File: src/rtl/stone_drawer_pkg.sv
// Shared definitions for the stone drawer: RAM record layout, stone types, palette,
// screen geometry defaults and the pass FSM encoding.
package stone_drawer_pkg;

  localparam int unsigned SpriteDefault  = 16;
  localparam int unsigned ScreenWDefault = 320;
  localparam int unsigned ScreenHDefault = 240;
  localparam int unsigned ColourWDefault = 3;
  localparam int unsigned RecW           = 32;

  typedef enum logic [1:0] {
    TypeStone   = 2'd0,
    TypeGold    = 2'd1,
    TypeDiamond = 2'd2,
    TypeGem     = 2'd3
  } stone_type_e;

  localparam logic [2:0] ColourStone   = 3'b111;
  localparam logic [2:0] ColourGold    = 3'b110;
  localparam logic [2:0] ColourDiamond = 3'b011;

  // Layout of one stone record as written by the rope controller (MSB first).
  typedef struct packed {
    logic [8:0]  x;
    logic [3:0]  rsvd_hi;
    logic [7:0]  y;
    logic [6:0]  rsvd_lo;
    stone_type_e kind;
    logic        visible;
    logic        moving;
  } stone_rec_t;

  typedef enum logic [2:0] {
    StIdle,
    StReq,
    StWait,
    StLatch,
    StDraw,
    StNext,
    StDone
  } draw_state_e;

  function automatic logic [2:0] type_colour(stone_type_e kind);
    logic [2:0] colour;
    case (kind)
      TypeStone: colour = ColourStone;
      TypeGold:  colour = ColourGold;
      default:   colour = ColourDiamond;
    endcase
    return colour;
  endfunction

endpackage

File: src/rtl/stone_drawer_sprite_scan.sv
// Raster counters for one sprite: px runs fastest, py advances when px wraps.
// last_o flags the final pixel so the owner can leave its draw state.
module stone_drawer_sprite_scan #(
  parameter  int unsigned Sprite = 16,
  localparam int unsigned CntW   = $clog2(Sprite)
) (
  input  logic            clk_i,
  input  logic            rst_i,
  input  logic            start_i,
  output logic            busy_o,
  output logic [CntW-1:0] px_o,
  output logic [CntW-1:0] py_o,
  output logic            last_o
);

  localparam logic [CntW-1:0] CntMax = CntW'(Sprite - 1);

  logic [CntW-1:0] px_q, px_d;
  logic [CntW-1:0] py_q, py_d;
  logic            busy_q, busy_d;

  assign last_o = busy_q && (px_q == CntMax) && (py_q == CntMax);
  assign busy_o = busy_q;
  assign px_o   = px_q;
  assign py_o   = py_q;

  always_comb begin
    px_d   = px_q;
    py_d   = py_q;
    busy_d = busy_q;
    if (start_i) begin
      px_d   = '0;
      py_d   = '0;
      busy_d = 1'b1;
    end else if (busy_q) begin
      // Power-of-two edge: both counters wrap back to zero after the last pixel.
      px_d = px_q + CntW'(1);
      if (px_q == CntMax) begin
        py_d = py_q + CntW'(1);
      end
      if (last_o) begin
        busy_d = 1'b0;
      end
    end
  end

  always_ff @(posedge clk_i or posedge rst_i) begin
    if (rst_i) begin
      px_q   <= '0;
      py_q   <= '0;
      busy_q <= 1'b0;
    end else begin
      px_q   <= px_d;
      py_q   <= py_d;
      busy_q <= busy_d;
    end
  end

endmodule

File: src/rtl/stone_drawer.sv
// Per-frame stone renderer: walks the stone-record RAM and emits one 16x16 solid sprite
// per visible record as clipped pixel writes to the VGA adapter.
module stone_drawer
  import stone_drawer_pkg::*;
#(
  parameter int unsigned Sprite  = SpriteDefault,
  parameter int unsigned ScreenW = ScreenWDefault,
  parameter int unsigned ScreenH = ScreenHDefault,
  parameter int unsigned ColourW = ColourWDefault
) (
  input  logic               clock_i,
  input  logic               reset_i,
  input  logic               enable_i,
  input  logic [3:0]         quantity_i,
  input  logic [RecW-1:0]    data_i,
  output logic               draw_stone_flag_o,
  output logic [3:0]         draw_index_o,
  output logic [8:0]         vga_x_o,
  output logic [7:0]         vga_y_o,
  output logic [ColourW-1:0] vga_colour_o,
  output logic               plot_o,
  output logic               done_o
);

  localparam int unsigned CntW = $clog2(Sprite);

  draw_state_e state_q, state_d;
  logic [3:0]  idx_q, idx_d;
  logic [3:0]  qty_q, qty_d;

  stone_rec_t  rec_in;
  logic [8:0]  rec_x_q;
  logic [7:0]  rec_y_q;
  stone_type_e rec_type_q;

  logic            scan_start;
  logic            scan_busy;
  logic            scan_last;
  logic [CntW-1:0] px;
  logic [CntW-1:0] py;
  logic [9:0]      sum_x;
  logic [9:0]      sum_y;

  logic               flag_q, flag_d;
  logic [3:0]         index_q, index_d;
  logic [8:0]         x_q, x_d;
  logic [7:0]         y_q, y_d;
  logic [ColourW-1:0] colour_q, colour_d;
  logic               plot_q, plot_d;
  logic               done_q, done_d;

  logic unused_data;

  assign rec_in      = stone_rec_t'(data_i);
  assign unused_data = ^{rec_in.rsvd_hi, rec_in.rsvd_lo, rec_in.moving, scan_busy};

  stone_drawer_sprite_scan #(
    .Sprite (Sprite)
  ) u_scan (
    .clk_i   (clock_i),
    .rst_i   (reset_i),
    .start_i (scan_start),
    .busy_o  (scan_busy),
    .px_o    (px),
    .py_o    (py),
    .last_o  (scan_last)
  );

  // State register.
  always_ff @(posedge clock_i or posedge reset_i) begin
    if (reset_i) begin
      state_q <= StIdle;
    end else begin
      state_q <= state_d;
    end
  end

  // Next-state logic.
  always_comb begin
    state_d    = state_q;
    idx_d      = idx_q;
    qty_d      = qty_q;
    scan_start = 1'b0;
    unique case (state_q)
      StIdle: begin
        if (enable_i) begin
          qty_d   = quantity_i;
          idx_d   = '0;
          state_d = (quantity_i == 4'd0) ? StDone : StReq;
        end
      end
      StReq:  state_d = StWait;
      StWait: state_d = StLatch;
      StLatch: begin
        if (rec_in.visible) begin
          state_d    = StDraw;
          scan_start = 1'b1;
        end else begin
          state_d = StNext;
        end
      end
      StDraw: begin
        if (scan_last) begin
          state_d = StNext;
        end
      end
      StNext: begin
        idx_d   = idx_q + 4'd1;
        state_d = (idx_d == qty_q) ? StDone : StReq;
      end
      StDone:  state_d = StIdle;
      default: state_d = StIdle;
    endcase
  end

  // Output logic. The RAM-ownership flag and address are decoded from the next state so
  // they line up with REQ/WAIT/LATCH; pixel and done outputs trail the counters by a cycle.
  always_comb begin
    sum_x    = {1'b0, rec_x_q} + 10'(px);
    sum_y    = {2'b00, rec_y_q} + 10'(py);
    flag_d   = (state_d == StReq) || (state_d == StWait) || (state_d == StLatch);
    index_d  = (state_d == StReq) ? idx_d : index_q;
    plot_d   = 1'b0;
    x_d      = x_q;
    y_d      = y_q;
    colour_d = colour_q;
    done_d   = (state_q == StDone);
    if (state_q == StDraw) begin
      plot_d   = (sum_x < 10'(ScreenW)) && (sum_y < 10'(ScreenH));
      x_d      = sum_x[8:0];
      y_d      = sum_y[7:0];
      colour_d = ColourW'(type_colour(rec_type_q));
    end
  end

  always_ff @(posedge clock_i or posedge reset_i) begin
    if (reset_i) begin
      idx_q      <= '0;
      qty_q      <= '0;
      rec_x_q    <= '0;
      rec_y_q    <= '0;
      rec_type_q <= TypeStone;
    end else begin
      idx_q <= idx_d;
      qty_q <= qty_d;
      // Latched once per record so later RAM writes cannot disturb the sprite in flight.
      if (state_q == StLatch) begin
        rec_x_q    <= rec_in.x;
        rec_y_q    <= rec_in.y;
        rec_type_q <= rec_in.kind;
      end
    end
  end

  always_ff @(posedge clock_i or posedge reset_i) begin
    if (reset_i) begin
      flag_q   <= 1'b0;
      index_q  <= '0;
      x_q      <= '0;
      y_q      <= '0;
      colour_q <= '0;
      plot_q   <= 1'b0;
      done_q   <= 1'b0;
    end else begin
      flag_q   <= flag_d;
      index_q  <= index_d;
      x_q      <= x_d;
      y_q      <= y_d;
      colour_q <= colour_d;
      plot_q   <= plot_d;
      done_q   <= done_d;
    end
  end

  assign draw_stone_flag_o = flag_q;
  assign draw_index_o      = index_q;
  assign vga_x_o           = x_q;
  assign vga_y_o           = y_q;
  assign vga_colour_o      = colour_q;
  assign plot_o            = plot_q;
  assign done_o            = done_q;

endmodule

File: config.mk
export PLATFORM = sky130hd
export DESIGN_NAME = stone_drawer
export DESIGN_NICKNAME = d
export VERILOG_FILES = /design/src/rtl/stone_drawer_pkg.sv /design/src/rtl/stone_drawer_sprite_scan.sv /design/src/rtl/stone_drawer.sv
export SDC_FILE = /design/constraint.sdc
export NUM_CORES = 1
export LEC_CHECK = 0
export ABC_AREA = 1
export CAP_MARGIN = 40
export CORE_UTILIZATION = 41
export CTS_BUF_LIST = sky130_fd_sc_hd__clkbuf_4
export DETAILED_ROUTE_END_ITERATION = 12
export PLACE_DENSITY = 0.66
export SYNTH_ARGS = -nofsm -noshare
export SYNTH_HDL_FRONTEND = slang
export SYNTH_SLANG_ARGS = --single-unit
File: constraint.sdc
create_clock -name clock_i -period 3.3 [get_ports clock_i]
set_input_delay 0.99 -clock clock_i [delete_from_list [all_inputs] [get_ports clock_i]]
set_output_delay 0.99 -clock clock_i [all_outputs]
set_load 0.03 [all_outputs]
* After elaboration in Yosys (flattened, before gate mapping)
Cells that the tools add are included.
** Word-level totals
- Input port bits :: 39
- Flip-flop bits (word level) :: 66
** Cells by class
- Add/subtract/negate cells :: 5
- Muxes and demuxes :: 20
- $lt $le $gt $ge :: 2
- Equal/unequal tests :: 13
- Reduce and logical (&&, ||, !) cells :: 12
** Operator list (number)
- $mux W4 :: 6
- $pmux W3 S6 :: 1
- $add A4 B1 Y4 const B :: 3
- $eq A3 B2 Y1 const B :: 4
- $mux W3 :: 4
- $add A9 B4 Y10 :: 1
- $lt A10 B9 Y1 const B :: 1
- $add A8 B4 Y9 :: 1
- $eq A3 B3 Y1 const B :: 3
- $lt A9 B8 Y1 const B :: 1
- $eq A4 B4 Y1 const B :: 2
- $pmux W4 S2 :: 1
- $mux W1 :: 7
- $eq A3 B1 Y1 const B :: 2
- $pmux W3 S2 :: 1
- $eq A4 B4 Y1 :: 1
- $logic_not A4 Y1 :: 1
- $reduce_and A2 Y1 :: 2
- $reduce_bool A2 Y1 :: 2
- $logic_and A1 B1 Y1 :: 3
- $logic_not A3 Y1 :: 1
- $eq A2 B1 Y1 const B :: 1
- $logic_not A2 Y1 :: 1
- $logic_or A1 B1 Y1 :: 2

* Longest topological paths before layout
- Depth in word-level cells :: 8
- Mapped depth :: 12
- Mapped depth without buffers :: 12

* Hierarchy
A second synthesis with hierarchy kept.
** Second synthesis, totals
- Cell total of the unflattened synthesis :: 403
- Area total of the unflattened synthesis :: 3290.7 µm²
** Modules (own cells, without submodules)
- stone_drawer :: area each 2849.0 µm², cells an instance 348, instances 1, seq. area each 1426.4 µm²
- stone_drawer_sprite_scan :: area each 441.7 µm², cells an instance 55, instances 1, seq. area each 225.2 µm²

* Worst setup path after synthesis
OpenSTA, ideal clock, no wires.
- Path kind :: in2reg
- Start :: input port quantity_i[3]
- End :: register index_q[0] (netlist: draw_index_o[0])
- Data required time :: 3.235 ns
- Setup slack :: 1.504 ns
- Cell stages on the path :: 9
- Arrival time :: 1.730 ns
- Buffers on the path :: 0
- Path through :: nor2_1 -> nand4_1 -> nand3_1 -> nand2_1 -> nor2_2 -> nand2_4 -> nand3_4 -> nand2_1 -> nand2_1
** On the way
- Cells in the longest elaborated chain, start to end :: 5
** Ends and longest elaborated chain
- start, declared :: line stone_drawer.sv:14 : input logic [3:0] quantity_i,
- $logic_not A4 Y1 :: line stone_drawer.sv:89 : state_d = (quantity_i == 4'd0) ? StDone : StReq;
- $mux W3 :: line stone_drawer.sv:89
- $mux W3 :: line stone_drawer.sv:86 : if (enable_i) begin
- $pmux W3 S6 :: line stone_drawer.sv:84 : unique case (state_q)
- via state_d[0] :: line stone_drawer.sv:27 : draw_state_e state_q, state_d;
- $eq A3 B1 Y1 :: line stone_drawer.sv:122 : index_d = (state_d == StReq) ? idx_d : index_q;
- end signal, assigned :: line stone_drawer.sv:166 : index_q <= index_d;
- end, declared :: line stone_drawer.sv:45 : logic [3:0] index_q, index_d;
The timed path passes the listed nets, and every way through them passes these cells.
A chain may end at the register's enable or synchronous reset.

* Final worst setup path
- Start :: register y_q[0] (netlist: vga_y_o[0])
- End :: output port vga_y_o[0]
** RTL lines
- start, declared :: line stone_drawer.sv:47 : logic [7:0] y_q, y_d;
- start signal, assigned :: line stone_drawer.sv:168 : y_q <= y_d;
- end, declared :: line stone_drawer.sv:19 : output logic [7:0] vga_y_o,
No word-level cell between the ends.

==> impl_metrics.csv <==
group,metric,value,unit
run_status,status,"complete, no violations",
layout,n_antenna_cell,0,
critical_path,startpoint_type,"flip-flop",
clocking,clk_pin_slew,0.11,ns
critical_path,critPathRequiredTime,2.31,ns
critical_path,worstSetupEndpointType,"output pin",
critical_path,cpMaxStageDelayCell,"clkdlybuf4s50_1",
timing,finalCritPeriodShare,74.16,%
power,p_leak,2.018,nW
critical_path,critPathArrivalTime,1.46,ns
hold_path,hp-class,"flip-flop to flip-flop",
synth,syn_nets,449,
timing,report.final.hold_viol_count,0,
power,ir_drop,368.5,uV
synth,netlist.area_leader.share,49.98,%
critical_path,crit_chain,"clkdlybuf4s50_1",
floorplanning,dieWidth,91.78,um
drt,wirelength,6700,um
synth,synth_area_leaders,"dfrtp_1 (50%), nand2_1 (15%), ha_1 (4.2%)",
synth,yosys.area.top_type,"dfrtp_1",
clocking,cts_repair_resize_count,0,
placement,gp_congestion,0.8378,
clocking,hold_buffers,0,
synth,netlist_instances,397,
floorplanning,io_pins,66,
timing,fin_setup_tns,0,ns
layout,final_layout_size_suffix_gt1_share,9.783,%
drt,vias_per_cell,4.851,
clocking,clk_path_buf_depth,2,
synth,syn_avg_cell_area,8.323,um^2
timing,rsz0062_at_grt,"false",
timing,whs,0.4586,ns
power,p_per_area,991.6,nW/um^2
clocking,cts_max_level,3,
global_route,grt-ovfl-total,0,
timing,max_freq,408.6,MHz
floorplanning,die_h,91.78,um
clocking,cts_tree,"yes",
critical_path,path_max_fanout,2,
synth,synth.distinct_cells,28,
job,drv_cap,0,
global_route,grt_pass1_vias,2634,
layout,nNetsFinal,507,
placement,placed_area,3954,um^2
floorplanning,dieArea,8423,um^2
placement,dpl_worst_slack,0.8295,ns
placement,dp.final_hpwl,4884,um
drt,via_count,2726,
timing,postLayoutSetupSlackWorst,0.8529,ns
global_route,grt_usage,17.61,%
clocking,root_buffer,"clkbuf_4",
timing,skew,0.01270,ns
layout,stdcell_count,562,
synth,ys_seq_elements,66,
layout,syn_to_final_growth,25.82,%
critical_path,critPathKind,"flip-flop to output pin",
critical_path,slowest_delay,0.67,ns
placement,portBuffers,53,
timing,setup_viol,0,
critical_path,cp_top_family,"buffers and inverters",
timing,slew-limit-headroom,61.76,%
drt,dr.first_iter.drc_count,84,
timing,worst_slew_pin_slew,0.5723,ns
clocking,clkLatencyLatePin,0.42,ns
clocking,clock_sinks,66,
synth,netlist_area,3304,um^2
drt,drc_errors,0,
global_route,antenna_found_initial,0,
clocking,cts_setup_buffers,0,
clocking,cts_buffers,9,
floorplanning,fp-row-count,32,
placement,placed_cells,546,
drt,routedWlPerCell,11.92,um
layout,design_area,4158,um^2
synth,ys_warn_count,0,
global_route,grt_pass1_wl,11570,um
timing,period_needed,2.447,ns
global_route,grt_max_degree,67,
timing,drv_slew,0,
synth,synth_seq_area_share,49.98,%
critical_path,crit_buf_inv,1,
floorplanning,fp.coreArea,7767,um^2
floorplanning,start_util,42.54,%
drt,ant_nets,0,
drt,drtPass1Iterations,5,
## kinds of logic after synthesis
| logic type | after synthesis | share of synthesized area [%] |
|---|---|---|
| compound gates | 43 | 6.702 |
| xor+xnor | 9 | 2.385 |
| buf+inv | 48 | 5.642 |
| simple gates | 218 | 29.91 |
| fa+ha+maj | 13 | 5.377 |
| flops | 66 | 49.98 |
## flip-flops by register name, summed over array words and instances (netlist names), 4 cells and up
signal,count
rec_x_q,9
vga_x_o,9
rec_y_q,8
vga_y_o,8
draw_index_o,4
idx_q,4
qty_q,4
u_scan.px_o,4
u_scan.py_o,4
## path summary, 6_finish.rpt
path                                                  from                           to  slack (ns)  depth (start not counted)
worst max-delay path                vga_y_o[0]$_DFFE_PP0P_                   vga_y_o[0]        0.85                          1
worst min-delay path             rec_type_q[0]$_DFFE_PP0N_  vga_colour_o[0]$_DFFE_PP0P_        0.46                          1
worst max register to register  u_scan.py_o[0]$_DFFE_PP0P_             plot_o$_DFF_PP0_        1.32                         11
worst min register to register   rec_type_q[0]$_DFFE_PP0N_  vga_colour_o[0]$_DFFE_PP0P_        0.46                          1
max in group asynchronous                          reset_i       rec_x_q[8]$_DFFE_PP0N_        2.07                          3
min in group asynchronous                          reset_i       rec_y_q[4]$_DFFE_PP0N_        0.96                          3
## layout make-up
cell class / instances / area [um^2]
Clock inverter: 6 / 128.9
Sequential cell: 66 / 1652
Tap cell: 102 / 127.6
Timing Repair Buffer: 55 / 558.0
Inverter: 40 / 150.1
Fill cell: 752 / 3610
Clock buffer: 10 / 75.07
Multi-Input combinational cell: 283 / 1466
## where the power goes
group          total (mW)  switching, mW  internal (mW)  leakage [nW]
clock               0.758          0.293          0.465         0.108
sequential           1.42          0.270           1.15         0.822
combinational        1.94           1.18          0.760          1.09
total                4.12           1.74           2.38          2.02
## synth_stat cells (all sizes together)
master / number
ha: 11
a211oi: 1
clkinv: 1
xnor2: 5
dfrtp: 66
clkbuf: 3
o21ai: 27
inv: 39
or2: 3
fa: 2
buf: 5
xor2: 4
a31oi: 3
nand4: 14
nor3b: 2
a21oi: 12
nor3: 2
nor2: 28
nand2: 139
nand3: 30
## through the flow
stage          power (mW)  util [%]
6_report            4.123     53.53
5_1_grt             4.448     53.53
4_1_cts             4.151     53.53
3_5_place_dp        3.382     50.90
3_3_place_gp        3.337     50.90
2_1_floorplan       2.781         -
## cells in the final DEF, fill, tap and decap left out, drive strengths merged
master,instances
a211oi,1
inv,39
clkbuf,10
bufinv,4
nand2,139
xor2,4
a21oi,12
ha,11
or2,3
clkinv,3
dfrtp,66
fa,2
buf,2
nor3,2
nand3,30
o21ai,27
a31oi,3
nor3b,2
xnor2,5
clkdlybuf4s50,53
nand4,14
nor2,28
## per-layer routing
metal	vias to the layer above	part of all wire [%]	global-route usage (%)
met5	-	0	0
met4	0	2.3	9.505
met3	15	4.3	3.151
met2	62	45	28.01
met1	1254	49	22.88
li1	1395	-	-
No activity file was read; power rests on OpenSTA's default activity.
